===== src/rtl/control_sequencer_if.sv =====
// Strobe bundle between the control sequencer (master) and the datapath (slave).
interface control_sequencer_if #(
  parameter int OPW = 5
);
  logic [31:0]    ir;
  logic           stop;
  logic           run;
  logic           illegal;
  logic [OPW-1:0] opcode;
  logic read, write, MARin, MDRin, MDRout, IRin, PCin, PCout, incPC, Yin, Zin;
  logic ZLowOut, ZHighOut, HIin, LOin, HIout, LOout, Gra, Grb, Grc, Rin, Rout;
  logic BAout, Cout, InPortOut, OutPortIn;

  modport master (
    input  ir, stop,
    output run, illegal, opcode,
    output read, write, MARin, MDRin, MDRout, IRin, PCin, PCout, incPC, Yin, Zin,
    output ZLowOut, ZHighOut, HIin, LOin, HIout, LOout, Gra, Grb, Grc, Rin, Rout,
    output BAout, Cout, InPortOut, OutPortIn
  );

  modport slave (
    output ir, stop,
    input  run, illegal, opcode,
    input  read, write, MARin, MDRin, MDRout, IRin, PCin, PCout, incPC, Yin, Zin,
    input  ZLowOut, ZHighOut, HIin, LOin, HIout, LOout, Gra, Grb, Grc, Rin, Rout,
    input  BAout, Cout, InPortOut, OutPortIn
  );
endinterface


===== src/rtl/control_sequencer.sv =====
// Hardwired Moore control unit: fetch T0-T2, decode ir[31:27], execute T3-T7.
// Optional macro CS_ILLEGAL_TRAP_EN: illegal opcodes halt the sequencer and raise illegal.
module control_sequencer #(
  parameter int OPW = 5
) (
  input  logic                clk,
  input  logic                clr,
  control_sequencer_if.master bus
);
  typedef enum logic [3:0] {
    S_RESET, S_T0, S_T1, S_T2, S_T3, S_T4, S_T5, S_T6, S_T7, S_HALT
  } state_t;

  localparam logic [OPW-1:0] OP_ADD  = OPW'(1);
  localparam logic [OPW-1:0] OP_SUB  = OPW'(2);
  localparam logic [OPW-1:0] OP_MUL  = OPW'(3);
  localparam logic [OPW-1:0] OP_DIV  = OPW'(4);
  localparam logic [OPW-1:0] OP_SHR  = OPW'(5);
  localparam logic [OPW-1:0] OP_SHL  = OPW'(6);
  localparam logic [OPW-1:0] OP_SHRA = OPW'(7);
  localparam logic [OPW-1:0] OP_ROR  = OPW'(8);
  localparam logic [OPW-1:0] OP_ROL  = OPW'(9);
  localparam logic [OPW-1:0] OP_AND  = OPW'(10);
  localparam logic [OPW-1:0] OP_OR   = OPW'(11);
  localparam logic [OPW-1:0] OP_NEG  = OPW'(12);
  localparam logic [OPW-1:0] OP_XOR  = OPW'(13);
  localparam logic [OPW-1:0] OP_NOR  = OPW'(14);
  localparam logic [OPW-1:0] OP_NOT  = OPW'(15);
  localparam logic [OPW-1:0] OP_LD   = OPW'(16);
  localparam logic [OPW-1:0] OP_LDI  = OPW'(17);
  localparam logic [OPW-1:0] OP_ST   = OPW'(18);
  localparam logic [OPW-1:0] OP_ADDI = OPW'(19);
  localparam logic [OPW-1:0] OP_ANDI = OPW'(20);
  localparam logic [OPW-1:0] OP_ORI  = OPW'(21);
  localparam logic [OPW-1:0] OP_MFHI = OPW'(22);
  localparam logic [OPW-1:0] OP_MFLO = OPW'(23);
  localparam logic [OPW-1:0] OP_IN   = OPW'(24);
  localparam logic [OPW-1:0] OP_OUT  = OPW'(25);
  localparam logic [OPW-1:0] OP_NOP  = OPW'(26);
  localparam logic [OPW-1:0] OP_HALT = OPW'(27);

  state_t         r_state;
  state_t         w_next;
  logic [OPW-1:0] w_op;
  logic           w_unused_ir;
  logic           w_alu2, w_unary, w_muldiv, w_ld, w_ldi, w_st, w_imm;
  logic           w_mf, w_in, w_out, w_nop, w_halt, w_illegal_op, w_last;

  assign w_op        = bus.ir[31 -: OPW];
  assign w_unused_ir = ^bus.ir[31-OPW:0];

  assign w_alu2 = w_op inside {OP_ADD, OP_SUB, OP_SHR, OP_SHL, OP_SHRA, OP_ROR,
                               OP_ROL, OP_AND, OP_OR, OP_XOR, OP_NOR};
  assign w_unary      = w_op inside {OP_NEG, OP_NOT};
  assign w_muldiv     = w_op inside {OP_MUL, OP_DIV};
  assign w_ld         = (w_op == OP_LD);
  assign w_ldi        = (w_op == OP_LDI);
  assign w_st         = (w_op == OP_ST);
  assign w_imm        = w_op inside {OP_ADDI, OP_ANDI, OP_ORI};
  assign w_mf         = w_op inside {OP_MFHI, OP_MFLO};
  assign w_in         = (w_op == OP_IN);
  assign w_out        = (w_op == OP_OUT);
  assign w_nop        = (w_op == OP_NOP);
  assign w_halt       = (w_op == OP_HALT);
  assign w_illegal_op = (w_op < OP_ADD) || (w_op > OP_HALT);

  // Final execute state of the current instruction class (boundary where stop is honoured).
  always_comb begin
    w_last = 1'b0;
    unique case (r_state)
      S_T2:    w_last = w_nop || w_illegal_op;
      S_T3:    w_last = w_mf || w_in || w_out;
      S_T4:    w_last = w_unary;
      S_T5:    w_last = w_alu2 || w_ldi || w_imm;
      S_T6:    w_last = w_muldiv;
      S_T7:    w_last = 1'b1;
      default: w_last = 1'b0;
    endcase
  end

  always_comb begin
    w_next = r_state;
    unique case (r_state)
      S_RESET: w_next = S_T0;
      S_HALT:  w_next = S_HALT;
      default: begin
        if (r_state == S_T2 && w_halt)
          w_next = S_HALT;
`ifdef CS_ILLEGAL_TRAP_EN
        else if (r_state == S_T2 && w_illegal_op)
          w_next = S_HALT;
`endif
        else if (w_last)
          w_next = bus.stop ? S_HALT : S_T0;
        else
          w_next = state_t'(r_state + 4'd1);
      end
    endcase
  end

`ifdef CS_ILLEGAL_TRAP_EN
  logic r_illegal;
  assign bus.illegal = r_illegal;
`else
  assign bus.illegal = 1'b0;
`endif

  always_ff @(posedge clk or negedge clr) begin
    if (!clr) begin
      r_state <= S_RESET;
`ifdef CS_ILLEGAL_TRAP_EN
      r_illegal <= 1'b0;
`endif
    end else begin
      r_state <= w_next;
`ifdef CS_ILLEGAL_TRAP_EN
      if (r_state == S_T2 && w_illegal_op)
        r_illegal <= 1'b1;
`endif
    end
  end

  // Strobes decode directly from state so clr forces them low without waiting for a clock.
  always_comb begin
    bus.run      = (r_state != S_RESET) && (r_state != S_HALT);
    bus.opcode   = '0;
    bus.read     = 1'b0; bus.write    = 1'b0; bus.MARin     = 1'b0; bus.MDRin     = 1'b0;
    bus.MDRout   = 1'b0; bus.IRin     = 1'b0; bus.PCin      = 1'b0; bus.PCout     = 1'b0;
    bus.incPC    = 1'b0; bus.Yin      = 1'b0; bus.Zin       = 1'b0; bus.ZLowOut   = 1'b0;
    bus.ZHighOut = 1'b0; bus.HIin     = 1'b0; bus.LOin      = 1'b0; bus.HIout     = 1'b0;
    bus.LOout    = 1'b0; bus.Gra      = 1'b0; bus.Grb       = 1'b0; bus.Grc       = 1'b0;
    bus.Rin      = 1'b0; bus.Rout     = 1'b0; bus.BAout     = 1'b0; bus.Cout      = 1'b0;
    bus.InPortOut = 1'b0; bus.OutPortIn = 1'b0;
    unique case (r_state)
      S_T0: begin bus.PCout = 1'b1; bus.MARin = 1'b1; bus.incPC = 1'b1; bus.Zin = 1'b1; end
      S_T1: begin bus.ZLowOut = 1'b1; bus.PCin = 1'b1; bus.read = 1'b1; bus.MDRin = 1'b1; end
      S_T2: begin bus.MDRout = 1'b1; bus.IRin = 1'b1; end
      S_T3: begin
        if (w_alu2 || w_muldiv || w_imm) begin
          bus.Grb = 1'b1; bus.Rout = 1'b1; bus.Yin = 1'b1;
        end else if (w_unary) begin
          bus.Grb = 1'b1; bus.Rout = 1'b1; bus.Zin = 1'b1; bus.opcode = w_op;
        end else if (w_ld || w_ldi || w_st) begin
          bus.Grb = 1'b1; bus.BAout = 1'b1; bus.Yin = 1'b1;
        end else if (w_mf || w_in) begin
          bus.HIout = (w_op == OP_MFHI); bus.LOout = (w_op == OP_MFLO);
          bus.InPortOut = w_in; bus.Gra = 1'b1; bus.Rin = 1'b1;
        end else if (w_out) begin
          bus.Gra = 1'b1; bus.Rout = 1'b1; bus.OutPortIn = 1'b1;
        end
      end
      S_T4: begin
        if (w_alu2 || w_muldiv) begin
          bus.Grc = 1'b1; bus.Rout = 1'b1; bus.Zin = 1'b1; bus.opcode = w_op;
        end else if (w_unary) begin
          bus.ZLowOut = 1'b1; bus.Gra = 1'b1; bus.Rin = 1'b1;
        end else if (w_ld || w_ldi || w_st || w_imm) begin
          bus.Cout = 1'b1; bus.Zin = 1'b1;
          bus.opcode = (w_op == OP_ANDI) ? OP_AND : (w_op == OP_ORI) ? OP_OR : OP_ADD;
        end
      end
      S_T5: begin
        bus.ZLowOut = 1'b1;
        bus.Gra     = w_alu2 || w_ldi || w_imm;
        bus.Rin     = w_alu2 || w_ldi || w_imm;
        bus.LOin    = w_muldiv;
        bus.MARin   = w_ld || w_st;
      end
      S_T6: begin
        bus.ZHighOut = w_muldiv; bus.HIin = w_muldiv;
        bus.read     = w_ld;
        bus.MDRin    = w_ld || w_st;
        bus.Gra      = w_st; bus.Rout = w_st;
      end
      S_T7: begin
        bus.MDRout = w_ld; bus.Gra = w_ld; bus.Rin = w_ld;
        bus.write  = w_st;
      end
      default: ;
    endcase
  end
endmodule

===== src/flat_wrapper.sv =====
// flat-port wrapper written by rule: the top's interface ports become plain ports
module control_sequencer_flat 
#(
  parameter int OPW = 5
)
  (clk, clr, bus_ir, bus_stop, bus_run, bus_illegal, bus_opcode, bus_read, bus_write, bus_MARin, bus_MDRin, bus_MDRout, bus_IRin, bus_PCin, bus_PCout, bus_incPC, bus_Yin, bus_Zin, bus_ZLowOut, bus_ZHighOut, bus_HIin, bus_LOin, bus_HIout, bus_LOout, bus_Gra, bus_Grb, bus_Grc, bus_Rin, bus_Rout, bus_BAout, bus_Cout, bus_InPortOut, bus_OutPortIn);
  control_sequencer_if #(.OPW(OPW)) bus_i ();
  input  logic clk;
  input  logic clr;
  input wire logic [$bits(bus_i.ir)-1:0] bus_ir;
  input wire logic [$bits(bus_i.stop)-1:0] bus_stop;
  output wire logic [$bits(bus_i.run)-1:0] bus_run;
  output wire logic [$bits(bus_i.illegal)-1:0] bus_illegal;
  output wire logic [$bits(bus_i.opcode)-1:0] bus_opcode;
  output wire logic [$bits(bus_i.read)-1:0] bus_read;
  output wire logic [$bits(bus_i.write)-1:0] bus_write;
  output wire logic [$bits(bus_i.MARin)-1:0] bus_MARin;
  output wire logic [$bits(bus_i.MDRin)-1:0] bus_MDRin;
  output wire logic [$bits(bus_i.MDRout)-1:0] bus_MDRout;
  output wire logic [$bits(bus_i.IRin)-1:0] bus_IRin;
  output wire logic [$bits(bus_i.PCin)-1:0] bus_PCin;
  output wire logic [$bits(bus_i.PCout)-1:0] bus_PCout;
  output wire logic [$bits(bus_i.incPC)-1:0] bus_incPC;
  output wire logic [$bits(bus_i.Yin)-1:0] bus_Yin;
  output wire logic [$bits(bus_i.Zin)-1:0] bus_Zin;
  output wire logic [$bits(bus_i.ZLowOut)-1:0] bus_ZLowOut;
  output wire logic [$bits(bus_i.ZHighOut)-1:0] bus_ZHighOut;
  output wire logic [$bits(bus_i.HIin)-1:0] bus_HIin;
  output wire logic [$bits(bus_i.LOin)-1:0] bus_LOin;
  output wire logic [$bits(bus_i.HIout)-1:0] bus_HIout;
  output wire logic [$bits(bus_i.LOout)-1:0] bus_LOout;
  output wire logic [$bits(bus_i.Gra)-1:0] bus_Gra;
  output wire logic [$bits(bus_i.Grb)-1:0] bus_Grb;
  output wire logic [$bits(bus_i.Grc)-1:0] bus_Grc;
  output wire logic [$bits(bus_i.Rin)-1:0] bus_Rin;
  output wire logic [$bits(bus_i.Rout)-1:0] bus_Rout;
  output wire logic [$bits(bus_i.BAout)-1:0] bus_BAout;
  output wire logic [$bits(bus_i.Cout)-1:0] bus_Cout;
  output wire logic [$bits(bus_i.InPortOut)-1:0] bus_InPortOut;
  output wire logic [$bits(bus_i.OutPortIn)-1:0] bus_OutPortIn;
  assign bus_i.ir = bus_ir;
  assign bus_i.stop = bus_stop;
  assign bus_run = bus_i.run;
  assign bus_illegal = bus_i.illegal;
  assign bus_opcode = bus_i.opcode;
  assign bus_read = bus_i.read;
  assign bus_write = bus_i.write;
  assign bus_MARin = bus_i.MARin;
  assign bus_MDRin = bus_i.MDRin;
  assign bus_MDRout = bus_i.MDRout;
  assign bus_IRin = bus_i.IRin;
  assign bus_PCin = bus_i.PCin;
  assign bus_PCout = bus_i.PCout;
  assign bus_incPC = bus_i.incPC;
  assign bus_Yin = bus_i.Yin;
  assign bus_Zin = bus_i.Zin;
  assign bus_ZLowOut = bus_i.ZLowOut;
  assign bus_ZHighOut = bus_i.ZHighOut;
  assign bus_HIin = bus_i.HIin;
  assign bus_LOin = bus_i.LOin;
  assign bus_HIout = bus_i.HIout;
  assign bus_LOout = bus_i.LOout;
  assign bus_Gra = bus_i.Gra;
  assign bus_Grb = bus_i.Grb;
  assign bus_Grc = bus_i.Grc;
  assign bus_Rin = bus_i.Rin;
  assign bus_Rout = bus_i.Rout;
  assign bus_BAout = bus_i.BAout;
  assign bus_Cout = bus_i.Cout;
  assign bus_InPortOut = bus_i.InPortOut;
  assign bus_OutPortIn = bus_i.OutPortIn;
  control_sequencer #(.OPW(OPW)) u_core (.clk(clk), .clr(clr), .bus(bus_i));
endmodule

===== config.mk =====
export PLATFORM = sky130hd
export DESIGN_NAME = control_sequencer_flat
export DESIGN_NICKNAME = d
export VERILOG_FILES = /design/src/rtl/control_sequencer_if.sv /design/src/rtl/control_sequencer.sv /design/src/flat_wrapper.sv
export SDC_FILE = /design/constraint.sdc
export NUM_CORES = 1
export LEC_CHECK = 0
export BUFFER_PORTS_ARGS = -buffer_cell sky130_fd_sc_hd__buf_2
export CAP_MARGIN = 25
export CORE_AREA = 2 2 52 54
export DETAILED_ROUTE_END_ITERATION = 12
export DIE_AREA = 0 0 54 56
export PLACE_DENSITY = 0.77
export SYNTH_ARGS = -nofsm -noshare
export SYNTH_HDL_FRONTEND = slang
export SYNTH_SLANG_ARGS = --single-unit

===== constraint.sdc =====
create_clock -name clk -period 2.2 [get_ports clk]
set_input_delay 0.44 -clock clk [delete_from_list [all_inputs] [get_ports clk]]
set_output_delay 0.44 -clock clk [all_outputs]
set_load 0.005 [all_outputs]

======== Word level (Yosys, flattened, before mapping) ========
Cells that the tools add are included.
word-level totals
  flip-flop bits (word level) ............. 4
  logic and storage cells ................. 141
  output and inout port bits .............. 33
operators by class
  reduce and logical (&&, ||, !) cells .... 22
  mux-type cells .......................... 78
  add/sub/neg operators ................... 1
  magnitude comparators ................... 2
  equality and inequality tests ........... 37
operators with widths
  kind                                                 count
  equality test 5 bit, second input constant           12
  two-way mux 1 bit                                    56
  equality test 5 x 4 -> 1 bit, second input constant  8
  two-way mux 5 bit                                    6
  equality test 5 x 3 -> 1 bit, second input constant  4
  equality test 4 x 3 -> 1 bit, second input constant  4
  two-way mux 4 bit                                    4
  logical OR 1 bit                                     12
  nonzero test 11 bit                                  1
  equality test 5 x 2 -> 1 bit, second input constant  2
  one-hot mux 1 bit (2 select lines)                   5
  one-hot mux 5 bit (2 select lines)                   1
  equality test 4 x 2 -> 1 bit, second input constant  2
  equality test 4 bit, second input constant           2
  one-hot mux 4 bit (2 select lines)                   1
  one-hot mux 1 bit (3 select lines)                   2
  one-hot mux 1 bit (6 select lines)                   1
  nonzero test 2 bit                                   3
  equality test 5 x 1 -> 1 bit, second input constant  1
  > comparator 5 bit, second input constant            1
  < comparator 5 x 1 -> 1 bit, second input constant   1
  one-hot mux 1 bit (5 select lines)                   1
  adder 4 x 1 -> 4 bit, second input constant          1
  equality test 4 x 1 -> 1 bit, second input constant  1
  7 further kinds                                      8

======== Depth between registers and ports, before layout ========
Gate-level depths: netlist of the first run.
  word-level depth ........................ 8
  mapped depth ............................ 8
  mapped depth without buffers ............ 8

======== Worst setup path before layout of the first run ========
No wires, ideal clock.
  kind .................................... reg-to-output
  start point ............................. register u_core.r_state[2]
  end point ............................... output bus_opcode[0]
  stages on the path, launching flop included .. 9
  slack ................................... 0.072 ns
  data required time ...................... 1.760 ns
  arrival ................................. 1.688 ns
  path buffers ............................ 2
  cell sequence ........................... dfrtp_1 buf_2 nor2b_1 clkbuf_1 nand2_1 or3_1 nand2_1 nand2_1 a2bb2oi_1
on the way
  word-level cells in the longest chain between the ends .. 2
  elaborated cells on any way between the ends .. 3
  those cells by class .................... eq/ne: 2; mux: 1
ends and longest elaborated chain
  element                                 line                      source
  start, declared                         control_sequencer.sv:42   state_t r_state;
  start signal, assigned                  control_sequencer.sv:115  r_state <= w_next;
  equality test 4 x 3 -> 1 bit            control_sequencer.sv:134  unique case (r_state)
  one-hot mux 5 bit (2 select lines) (*)  control_sequencer.sv:134
  end, declared                           flat_wrapper.sv:14        output wire logic [$bits(bus_i.opcode)-1:0] bus_opcode;
Mark *: on every way between the ends. The rest lies on a longest branch, timed or not.

======== Final worst setup path of the first run ========
  start point ............................. input bus_ir[29]
  end point ............................... output bus_Gra
on the way
  word-level cells in the longest chain between the ends .. 8
  elaborated cells on any way between the ends .. 45
  those cells by class .................... eq/ne: 25; mux: 8; reduce/logical: 12
ends and longest elaborated chain
  element                                 line                      source
  start, declared                         flat_wrapper.sv:10        input wire logic [$bits(bus_i.ir)-1:0] bus_ir;
  equality test 5 bit                     control_sequencer.sv:60   assign w_mf = w_op inside {OP_MFHI, OP_MFLO};
  nonzero test 2 bit                      control_sequencer.sv:60
  logical OR 1 bit                        control_sequencer.sv:145  end else if (w_mf || w_in) begin
  two-way mux 1 bit                       control_sequencer.sv:145
  two-way mux 1 bit                       control_sequencer.sv:143  end else if (w_ld || w_ldi || w_st) begin
  two-way mux 1 bit                       control_sequencer.sv:141  end else if (w_unary) begin
  two-way mux 1 bit                       control_sequencer.sv:139  if (w_alu2 || w_muldiv || w_imm) begin
  one-hot mux 1 bit (5 select lines) (*)  control_sequencer.sv:134
  end, declared                           flat_wrapper.sv:32        output wire logic [$bits(bus_i.Gra)-1:0] bus_Gra;
Marks and branches as above.

==> impl_metrics.env, run 1 <==
export IMPL_grtUsageTotal_pct=20.8
export IMPL_cts_tree="yes"
export IMPL_rsz0062_at_grt="yes"
export IMPL_power_frac_seq_pct=29.2
export IMPL_regArea_um2=100
export IMPL_synth_edf_count=0
export IMPL_die_w_um=54
export IMPL_avgSynthCellArea_um2=6.58
export IMPL_mostFrequentLayoutCells="buf_2 (38), buf_4 (30), nand2_1 (16), inv_1 (10)"
export IMPL_ys_top_cells_by_area="dfrtp_1 (11%), nand2_1 (7.5%), ha_1 (5.3%)"
export IMPL_p_comb_share_pct=34.7
export IMPL_drive_above_1_share_pct=50.2
export IMPL_synthMuxAreaShare_pct=1.06
export IMPL_largest_reg_flops=4
export IMPL_fin_nets=246
export IMPL_initial_utilization_pct=38.9
export IMPL_stdcell_area_um2=1500
export IMPL_dp_hpwl_um=2220
export IMPL_yosys_area_top_type="dfrtp_1"
export IMPL_pin_count=68
export IMPL_cap_violations=0
export IMPL_die_y_um=56
export IMPL_critPathLaunchType="input port"
export IMPL_slew_viol_final=0
export IMPL_synth_top_cell_area_share_pct=10.6
export IMPL_diodes=0
export IMPL_critPathKind="in -> out"
export IMPL_worst_endpoint_required_ns=1.76
export IMPL_synth_compound_area_share_pct=22.1
export IMPL_p_per_area_nw_per_um2=169
export IMPL_path_cells="buf_2 > buf_4 > nand2b_4 > a31oi_1 > o21ai_2 > nand3_4 > nor2b_4 > nand2_1 > buf_2"
export IMPL_synth_warnings=0
export IMPL_finalHoldViolations=0
export IMPL_die_area_um2=3020
export IMPL_synth_cells=144
export IMPL_grt_pass1_wl_um=4880
export IMPL_antenna_found_initial=0
export IMPL_dp_slack_ns=0.0373
export IMPL_numPortBuffers=38
export IMPL_grt_max_degree=17
export IMPL_rows=18
export IMPL_synth_simple_area_share_pct=45.4
export IMPL_worst_slew_pin_slew_ns=0.501
export IMPL_relSlewSlack_pct=66.3
export IMPL_cp_end_kind="output port"
export IMPL_drcViolationCount=0
export IMPL_leakage_nw=0.867
export IMPL_clockBufferDepth=2
export IMPL_synth_top_family_by_area="simple AND/OR/NAND/NOR gates"
export IMPL_fmax_mhz=461
export IMPL_via_per_inst=5.48
export IMPL_synth_adder_area_share_pct=5.28
export IMPL_ant_nets=0
export IMPL_irDropWorstVdd_uv=163
export IMPL_clkPwrFrac_pct=36.1
export IMPL_critPathMaxFanout=14
export IMPL_place_area_um2=1270
export IMPL_p_int_mw=0.171
export IMPL_dr_pass1_iters=4
export IMPL_syn_cell_area_um2=947
export IMPL_nFillCells=218
export IMPL_drt_iter0_drc=35
export IMPL_clkTransAtPathRegs_ns=0.04
export IMPL_post_route_min_period_ns=2.17
export IMPL_async_flop_share_pct=100
export IMPL_cp_slowest_cell="o21ai_2"
export IMPL_setup_violations=0
export IMPL_top_register="u_core.r_state"
export IMPL_worst_slack_ns=0.0306
export IMPL_place_congestion=0.881
export IMPL_power_switching_mw=0.0824
export IMPL_cts_sinks=4
export IMPL_critical_path_max_stage_delay_ns=0.23
export IMPL_drt_wl_total_um=3360
export IMPL_clkLatencyLatePin_ns=0.23
export IMPL_finalClockSkew_ns=0.00166
export IMPL_ys_types=45
export IMPL_multi_input_area_um2=848
export IMPL_cp_arrival_ns=1.73
export IMPL_critPathLaunch="bus_ir[29]"
export IMPL_cts_buffers=3
export IMPL_top_regs="u_core.r_state x4"
export IMPL_core_area_um2=2430
export IMPL_wl_per_cell_um=14.3
export IMPL_final_common_cell="buf_2"
export IMPL_synth_ff_type="dfrtp_1"
export IMPL_grt_pass1_vias=1054
export IMPL_r2r_start="u_core.r_state[1]"
export IMPL_h_tree_depth=1
export IMPL_synth_xor_area_share_pct=2.77
export IMPL_vias=1288
export IMPL_area_growth_pct=58.5
export IMPL_sw_frac_of_total_pct=32.5
export IMPL_grt_overflow_total=0
export IMPL_fin_crit_sh_pct=98.6
export IMPL_yosysSeqAreaShare_pct=10.6
export IMPL_ys_seq_elements=4
export IMPL_outcome="completed"
export IMPL_hold_path_class="in -> async"
export IMPL_root_buffer="clkbuf_4"
export IMPL_cp_common_cell="buf_2"
[repair_timing]
item,CTS,global route
endpoints found under the setup margin,6,9
resized for setup,6,25
setup buffers,2,8
pin swaps,1,12
hold buffers,0,1
endpoints found under the hold margin,0,4
[worst max-delay path: cells and delay by family]
kind,cells,cell delay [ns]
AND/OR/NAND/NOR,4,0.47
AO/OA/AOI/OAI,2,0.33
buffers and inverters,3,0.48
[final timing paths]
kind,slack [ns],cells after the start,end
worst max-delay path,0.03,9,bus_Gra
min in group clk,0.60,2,u_core.r_state[0]
max in group asynchronous,1.52,2,u_core.r_state[0]
worst max register to register,0.08,10,u_core.r_state[2]
worst min-delay path,0.56,2,u_core.r_state[3]
worst min register to register,0.60,2,u_core.r_state[0]
[power by group through the flow]
| stage | Clock (mW) | Sequential, mW | Combinational (mW) |
|---|---|---|---|
| 6_report | 0.0916 | 0.0739 | 0.0878 |
| 5_1_grt | 0.109 | 0.0738 | 0.0954 |
| 4_1_cts | 0.0908 | 0.0740 | 0.0764 |
| 3_5_place_dp | 0 | 0.0749 | 0.0751 |
| 3_3_place_gp | 0 | 0.0749 | 0.0746 |
| 2_1_floorplan | 0 | 0.0749 | 0.0471 |
[through the flow]
stage	utilization (%)	power (mW)	hold slack [ns]	std cells	setup TNS, ns
floorplan	-	0.122	0.144	145	0
global placement	52.3	0.150	0.242	221	0
detailed placement	52.3	0.150	0.248	221	0
CTS	55.1	0.241	0.00217	226	0
global route	61.7	0.278	0.532	235	-0.0996
finish	61.7	0.253	0.555	235	0
[cells in the mapped netlist, types with 5 or more instances]
library cell / n
nand2_1: 19
nor2b_1: 5
a21oi_1: 8
nand2b_1: 7
nor2_1: 8
inv_1: 12
buf_4: 5
nand3_1: 6
clkbuf_1: 8
[per-layer routing]
| layer | up-vias | routed length [µm] | GRT usage [%] |
|---|---|---|---|
| li1 | 624 | - | - |
| met1 | 593 | 1440 | 30.1 |
| met2 | 71 | 1700 | 32.6 |
| met3 | 0 | 231 | 2.69 |
| met4 | 0 | 0 | 4.29 |
| met5 | - | 0 | 0 |
[cell families after synthesis]
| kind of cell | after synthesis |
|---|---|
| compound gates | 28 |
| simple gates | 77 |
| other cells | 1 |
| xor+xnor | 3 |
| buf+inv | 26 |
| mux | 1 |
| fa+ha+maj | 4 |
| flops | 4 |
[final cells by class]
class                      count  area share (%)
clock buffer                   3            1.50
inverter                      12            3.00
multi-input combinational    115            56.5
sequential                     4            6.67
tap                           30            2.50
timing repair buffer          71            29.8
Note: power is estimated with default switching activity, not from simulation.
==> run 2, diff against run 1 <==
--- a/config.mk
+++ b/config.mk
@@ -7,10 +7,11 @@
 export LEC_CHECK = 0
 export BUFFER_PORTS_ARGS = -buffer_cell sky130_fd_sc_hd__buf_2
 export CAP_MARGIN = 25
-export CORE_AREA = 2 2 52 54
+export CORE_AREA = 2 2 56 58
 export DETAILED_ROUTE_END_ITERATION = 12
-export DIE_AREA = 0 0 54 56
-export PLACE_DENSITY = 0.77
+export DIE_AREA = 0 0 58 60
+export MAX_ROUTING_LAYER = met4
+export PLACE_DENSITY = 0.67
 export SYNTH_ARGS = -nofsm -noshare
 export SYNTH_HDL_FRONTEND = slang
 export SYNTH_SLANG_ARGS = --single-unit
==> impl_metrics.env, run 2 (same netlist as run 1, synthesis figures left out) <==
export IMPL_pin_count=68
export IMPL_cts_tree="yes"
export IMPL_p_per_area_nw_per_um2=177
export IMPL_h_tree_depth=1
export IMPL_worst_endpoint_required_ns=1.76
export IMPL_root_buffer="clkbuf_4"
export IMPL_drt_iter0_drc=14
export IMPL_grt_pass1_wl_um=4920
export IMPL_slew_viol_final=0
export IMPL_initial_utilization_pct=32.6
export IMPL_dp_cells=226
export IMPL_critPathMaxFanout=5
export IMPL_grt_overflow_total=0
export IMPL_die_y_um=60
export IMPL_final_common_cell="buf_2"
export IMPL_grt_max_degree=17
export IMPL_clkLatencyLatePin_ns=0.24
export IMPL_outcome="completed"
export IMPL_fin_nets=245
export IMPL_fin_hold_ws_ns=0.526
export IMPL_p_int_mw=0.176
export IMPL_sw_frac_of_total_pct=33.0
export IMPL_vias=1252
export IMPL_diodes=0
export IMPL_drcViolationCount=0
export IMPL_worst_r2r_path_depth=8
export IMPL_die_area_um2=3480
export IMPL_place_congestion=0.860
export IMPL_drt_wl_total_um=3130
export IMPL_drive_above_1_share_pct=48.5
export IMPL_cap_violations=0
export IMPL_finalHoldViolations=0
export IMPL_cts_sinks=4
export IMPL_mostFrequentLayoutCells="buf_2 (37), buf_4 (29), nand2_1 (17), inv_1 (10)"
export IMPL_leakage_nw=0.826
export IMPL_critPathLaunchType="flop"
export IMPL_wl_per_cell_um=13.2
export IMPL_nFillCells=291
export IMPL_fin_tns_setup_ns=0
export IMPL_finalClockSkew_ns=0.00354
export IMPL_grt_pass1_vias=1101
export IMPL_fin_crit_sh_pct=98.5
export IMPL_power_frac_seq_pct=28.2
export IMPL_fmax_mhz=461
export IMPL_area_growth_pct=55.9
export IMPL_dp_slack_ns=0.0180
export IMPL_rows=20
export IMPL_dr_pass1_iters=4
export IMPL_p_comb_share_pct=34.6
export IMPL_power_mw=0.262
export IMPL_stdcell_count=237
export IMPL_rsz0062_at_grt="yes"
export IMPL_rr_endpoint="u_core.r_state[3]"
export IMPL_cp_end_kind="output port"
export IMPL_worst_slack_ns=0.0331
export IMPL_grtUsageTotal_pct=18.7
export IMPL_core_area_um2=2900
export IMPL_setup_violations=0
export IMPL_ant_nets=0
export IMPL_top_register="u_core.r_state"
export IMPL_hold_path_class="in -> async"
export IMPL_post_route_min_period_ns=2.17
export IMPL_irDropWorstVdd_uv=298
export IMPL_largest_reg_flops=4
export IMPL_dp_hpwl_um=2350
export IMPL_power_switching_mw=0.0864
export IMPL_r2r_setup_slack_ns=0.15
export IMPL_cts_buffers=3
export IMPL_top_regs="u_core.r_state x4"
export IMPL_numPortBuffers=38
export IMPL_die_w_um=58
export IMPL_antenna_found_initial=0
export IMPL_clkTransAtPathRegs_ns=0.04
export IMPL_clockBufferDepth=2
export IMPL_via_per_inst=5.28
export IMPL_critPathKind="reg -> out"
export IMPL_r2r_start="u_core.r_state[1]"
export IMPL_clkPwrFrac_pct=37.1
export IMPL_cp_arrival_ns=1.73
run 2: cell count changes in the layout (fill, tap and decap cells not counted), sizes merged:
cell	delta
buf	-2
clkbuf	+1
run 2: cell type report:
| type | instances | area [µm²] | area share (%) |
|---|---|---|---|
| multi-input cells | 115 | 815 | 55.2 |
| repair buffers | 70 | 452 | 30.6 |
| flip-flops and latches | 4 | 101 | 6.86 |
| inverters | 12 | 45.0 | 3.05 |
| well taps | 33 | 41.3 | 2.80 |
| clock buffers | 3 | 22.5 | 1.53 |
run 2: power groups by stage:
| stage | combinational, mW | sequential, mW | clock, mW |
|---|---|---|---|
| after floorplan | 0.0471 | 0.0749 | 0 |
| after global routing | 0.0996 | 0.0738 | 0.103 |
| after global placement | 0.0828 | 0.0749 | 0 |
| after detailed placement | 0.0832 | 0.0749 | 0 |
| after CTS | 0.0857 | 0.0739 | 0.102 |
| final | 0.0907 | 0.0739 | 0.0973 |
run 2: how the worst max path moves through the flow:
| stage | to | cells after the start | from |
|---|---|---|---|
| after floorplan | bus_opcode[0] | 8 | u_core.r_state[2] |
| after CTS | bus_opcode[2] | 7 | u_core.r_state[3] |
| after global placement | u_core.r_state[3] | 7 | bus_ir[28] |
| after detailed placement | u_core.r_state[3] | 7 | bus_ir[28] |
| final | bus_opcode[0] | 8 | u_core.r_state[0] |
| after global routing | bus_opcode[0] | 8 | u_core.r_state[0] |
run 2: routing by layer:
layer | track usage (%) | vias up | wire length, µm
met5 | - | - | 0
met2 | 32.8 | 37 | 1640
met4 | 6.31 | 0 | 22
li1 | - | 624 | -
met1 | 22.7 | 589 | 1310
met3 | 1.30 | 2 | 145
run 2: through the flow:
| stage | utilization [%] | area [µm²] |
|---|---|---|
| 2_1_floorplan | - | 951 |
| 3_3_place_gp | 44.9 | 1300 |
| 3_5_place_dp | 44.9 | 1300 |
| 4_1_cts | 48.4 | 1400 |
| 5_1_grt | 50.9 | 1480 |
| 6_report | 50.9 | 1480 |
run 2: timing repair:
action / in CTS / in global routing
pin swaps: 3 / 4
setup buffers: 5 / 2
endpoints found under the hold margin: 4 / 0
gates cloned: 0 / 0
resized for setup: 8 / 17
setup endpoints to repair: 7 / 11
hold buffers: 1 / 0
run 2: worst max-delay path: stages, from the launching register on:
cell and delay [ns]:
dfrtp_2 0.43, inv_2 0.10, ha_4 0.16, nand2_2 0.06
or3_4 0.36, nand2_2 0.09, nand2_1 0.05, a2bb2oi_1 0.11
buf_2 0.13
==> run 3, diff against run 2 <==
--- a/config.mk
+++ b/config.mk
@@ -7,9 +7,9 @@
 export LEC_CHECK = 0
 export BUFFER_PORTS_ARGS = -buffer_cell sky130_fd_sc_hd__buf_2
 export CAP_MARGIN = 25
-export CORE_AREA = 2 2 56 58
+export CORE_AREA = 5 5 59 61
 export DETAILED_ROUTE_END_ITERATION = 12
-export DIE_AREA = 0 0 58 60
+export DIE_AREA = 0 0 64 66
 export MAX_ROUTING_LAYER = met4
 export PLACE_DENSITY = 0.67
 export SYNTH_ARGS = -nofsm -noshare
==> impl_metrics.env, run 3 (same netlist as run 1, synthesis figures left out) <==
export IMPL_cts_tree="yes"
export IMPL_cp_end_kind="output port"
export IMPL_final_util_pct=50.5
export IMPL_fin_crit_sh_pct=97.6
export IMPL_wl_per_cell_um=14.0
export IMPL_post_route_min_period_ns=2.15
export IMPL_drt_wl_total_um=3280
export IMPL_critPathKind="reg -> out"
export IMPL_worst_endpoint_required_ns=1.76
export IMPL_die_area_um2=4220
export IMPL_area_growth_pct=56.0
export IMPL_power_mw=0.252
export IMPL_p_per_area_nw_per_um2=170
export IMPL_sw_frac_of_total_pct=32.1
export IMPL_mostFrequentLayoutCells="buf_2 (38), buf_4 (26), nand2_1 (16), inv_1 (10), nor2_1 (8)"
export IMPL_cts_sinks=4
export IMPL_core_area_um2=2930
export IMPL_drt_iter0_drc=59
export IMPL_dp_hpwl_um=2520
export IMPL_irDropWorstVdd_uv=265
export IMPL_setup_violations=0
export IMPL_largest_reg_flops=4
export IMPL_critPathLaunch="u_core.r_state[1]"
export IMPL_place_congestion=0.885
export IMPL_clkPwrFrac_pct=36.0
export IMPL_power_frac_seq_pct=29.4
export IMPL_hold_path_class="in -> async"
export IMPL_cp_arrival_ns=1.71
export IMPL_top_register="u_core.r_state"
export IMPL_cap_violations=0
export IMPL_clockBufferDepth=2
export IMPL_root_buffer="clkbuf_4"
export IMPL_critPathTopFamily="flip-flops"
export IMPL_ant_nets=0
export IMPL_drive_above_1_share_pct=50.7
export IMPL_power_switching_mw=0.0809
export IMPL_p_comb_share_pct=34.6
export IMPL_path_cells="ha_2 > nand3b_1 > a2111oi_4 > buf_4 > buf_2"
export IMPL_grtUsageTotal_pct=15.1
export IMPL_vias=1204
export IMPL_stdcell_count=234
export IMPL_grt_max_degree=17
export IMPL_diodes=0
export IMPL_rsz0062_at_grt="yes"
export IMPL_fin_hold_ws_ns=0.533
export IMPL_pin_count=68
export IMPL_dp_cells=226
export IMPL_rows=20
export IMPL_critical_path_max_stage_delay_ns=0.41
export IMPL_fin_nets=242
export IMPL_cp_slowest_cell="dfrtp_1"
export IMPL_slew_viol_final=0
export IMPL_grt_pass1_vias=1179
export IMPL_critPathMaxFanout=5
export IMPL_die_y_um=66
export IMPL_p_int_mw=0.171
export IMPL_clkTransAtPathRegs_ns=0.04
export IMPL_finalHoldViolations=0
export IMPL_h_tree_depth=1
export IMPL_r2r_start="u_core.r_state[1]"
export IMPL_clkLatencyLatePin_ns=0.24
export IMPL_grt_overflow_total=0
export IMPL_drcViolationCount=0
export IMPL_via_per_inst=5.15
export IMPL_nFillCells=300
export IMPL_die_w_um=64
export IMPL_initial_utilization_pct=32.4
export IMPL_numPortBuffers=38
export IMPL_finalClockSkew_ns=0.00707
export IMPL_grt_pass1_wl_um=5180
export IMPL_path_buf_inv=2
export IMPL_final_common_cell="buf_2"
export IMPL_outcome="completed"
export IMPL_dr_pass1_iters=4
export IMPL_cts_buffers=3
export IMPL_leakage_nw=0.848
export IMPL_antenna_found_initial=0
export IMPL_fmax_mhz=466
export IMPL_top_regs="u_core.r_state x4"
export IMPL_critPathLaunchType="flop"
==> run 3: power groups by stage <==
| stage | sequential [mW] | combinational [mW] | clock (mW) |
|---|---|---|---|
| 6_report | 0.0740 | 0.0872 | 0.0907 |
| 5_1_grt | 0.0739 | 0.0951 | 0.103 |
| 3_5_place_dp | 0.0749 | 0.0768 | 0 |
| 3_3_place_gp | 0.0749 | 0.0766 | 0 |
| 4_1_cts | 0.0740 | 0.0792 | 0.0949 |
| 2_1_floorplan | 0.0749 | 0.0471 | 0 |
==> run 3: final timing paths <==
check / end / slack (ns) / cells after the start
worst max register to register: u_core.r_state[3] / 0.07 / 7
min in group clk: u_core.r_state[2] / 0.64 / 2
worst min-delay path: u_core.r_state[1] / 0.53 / 2
worst min register to register: u_core.r_state[2] / 0.64 / 2
worst max-delay path: bus_HIin / 0.05 / 5
max in group asynchronous: u_core.r_state[3] / 1.53 / 2
==> run 3: area by class of cell <==
| type | count | area [µm²] | share of cell area (%) |
|---|---|---|---|
| Multi-Input combinational cell | 115 | 848 | 57.4 |
| Timing Repair Buffer | 67 | 418 | 28.3 |
| Sequential cell | 4 | 103 | 6.94 |
| Inverter | 12 | 45.0 | 3.05 |
| Tap cell | 33 | 41.3 | 2.79 |
| Clock buffer | 3 | 22.5 | 1.52 |
==> run 3: repair_timing <==
action / 4_1_cts / 5_1_grt
setup endpoints to repair: 9 / 13
gates resized for setup: 8 / 26
hold buffers: 1 / 0
hold endpoints to repair: 2 / 0
buffers inserted: 3 / 1
pin swaps: 2 / 1
==> run 3: metrics by stage <==
step           TNS, ns  area, µm²  setup slack (ns)
2_1_floorplan        0        951            0.0718
3_3_place_gp         0       1290           0.00898
3_5_place_dp   -0.0392       1290           -0.0392
4_1_cts              0       1370            0.0162
5_1_grt         -0.138       1480           -0.0255
6_report             0       1480            0.0522
==> run 3: per-layer routing <==
layer  track usage, %  wire length [µm]
met1             18.2              1430
met2             25.4              1670
met3             2.89               139
met4             4.68                45
met5                -                 0
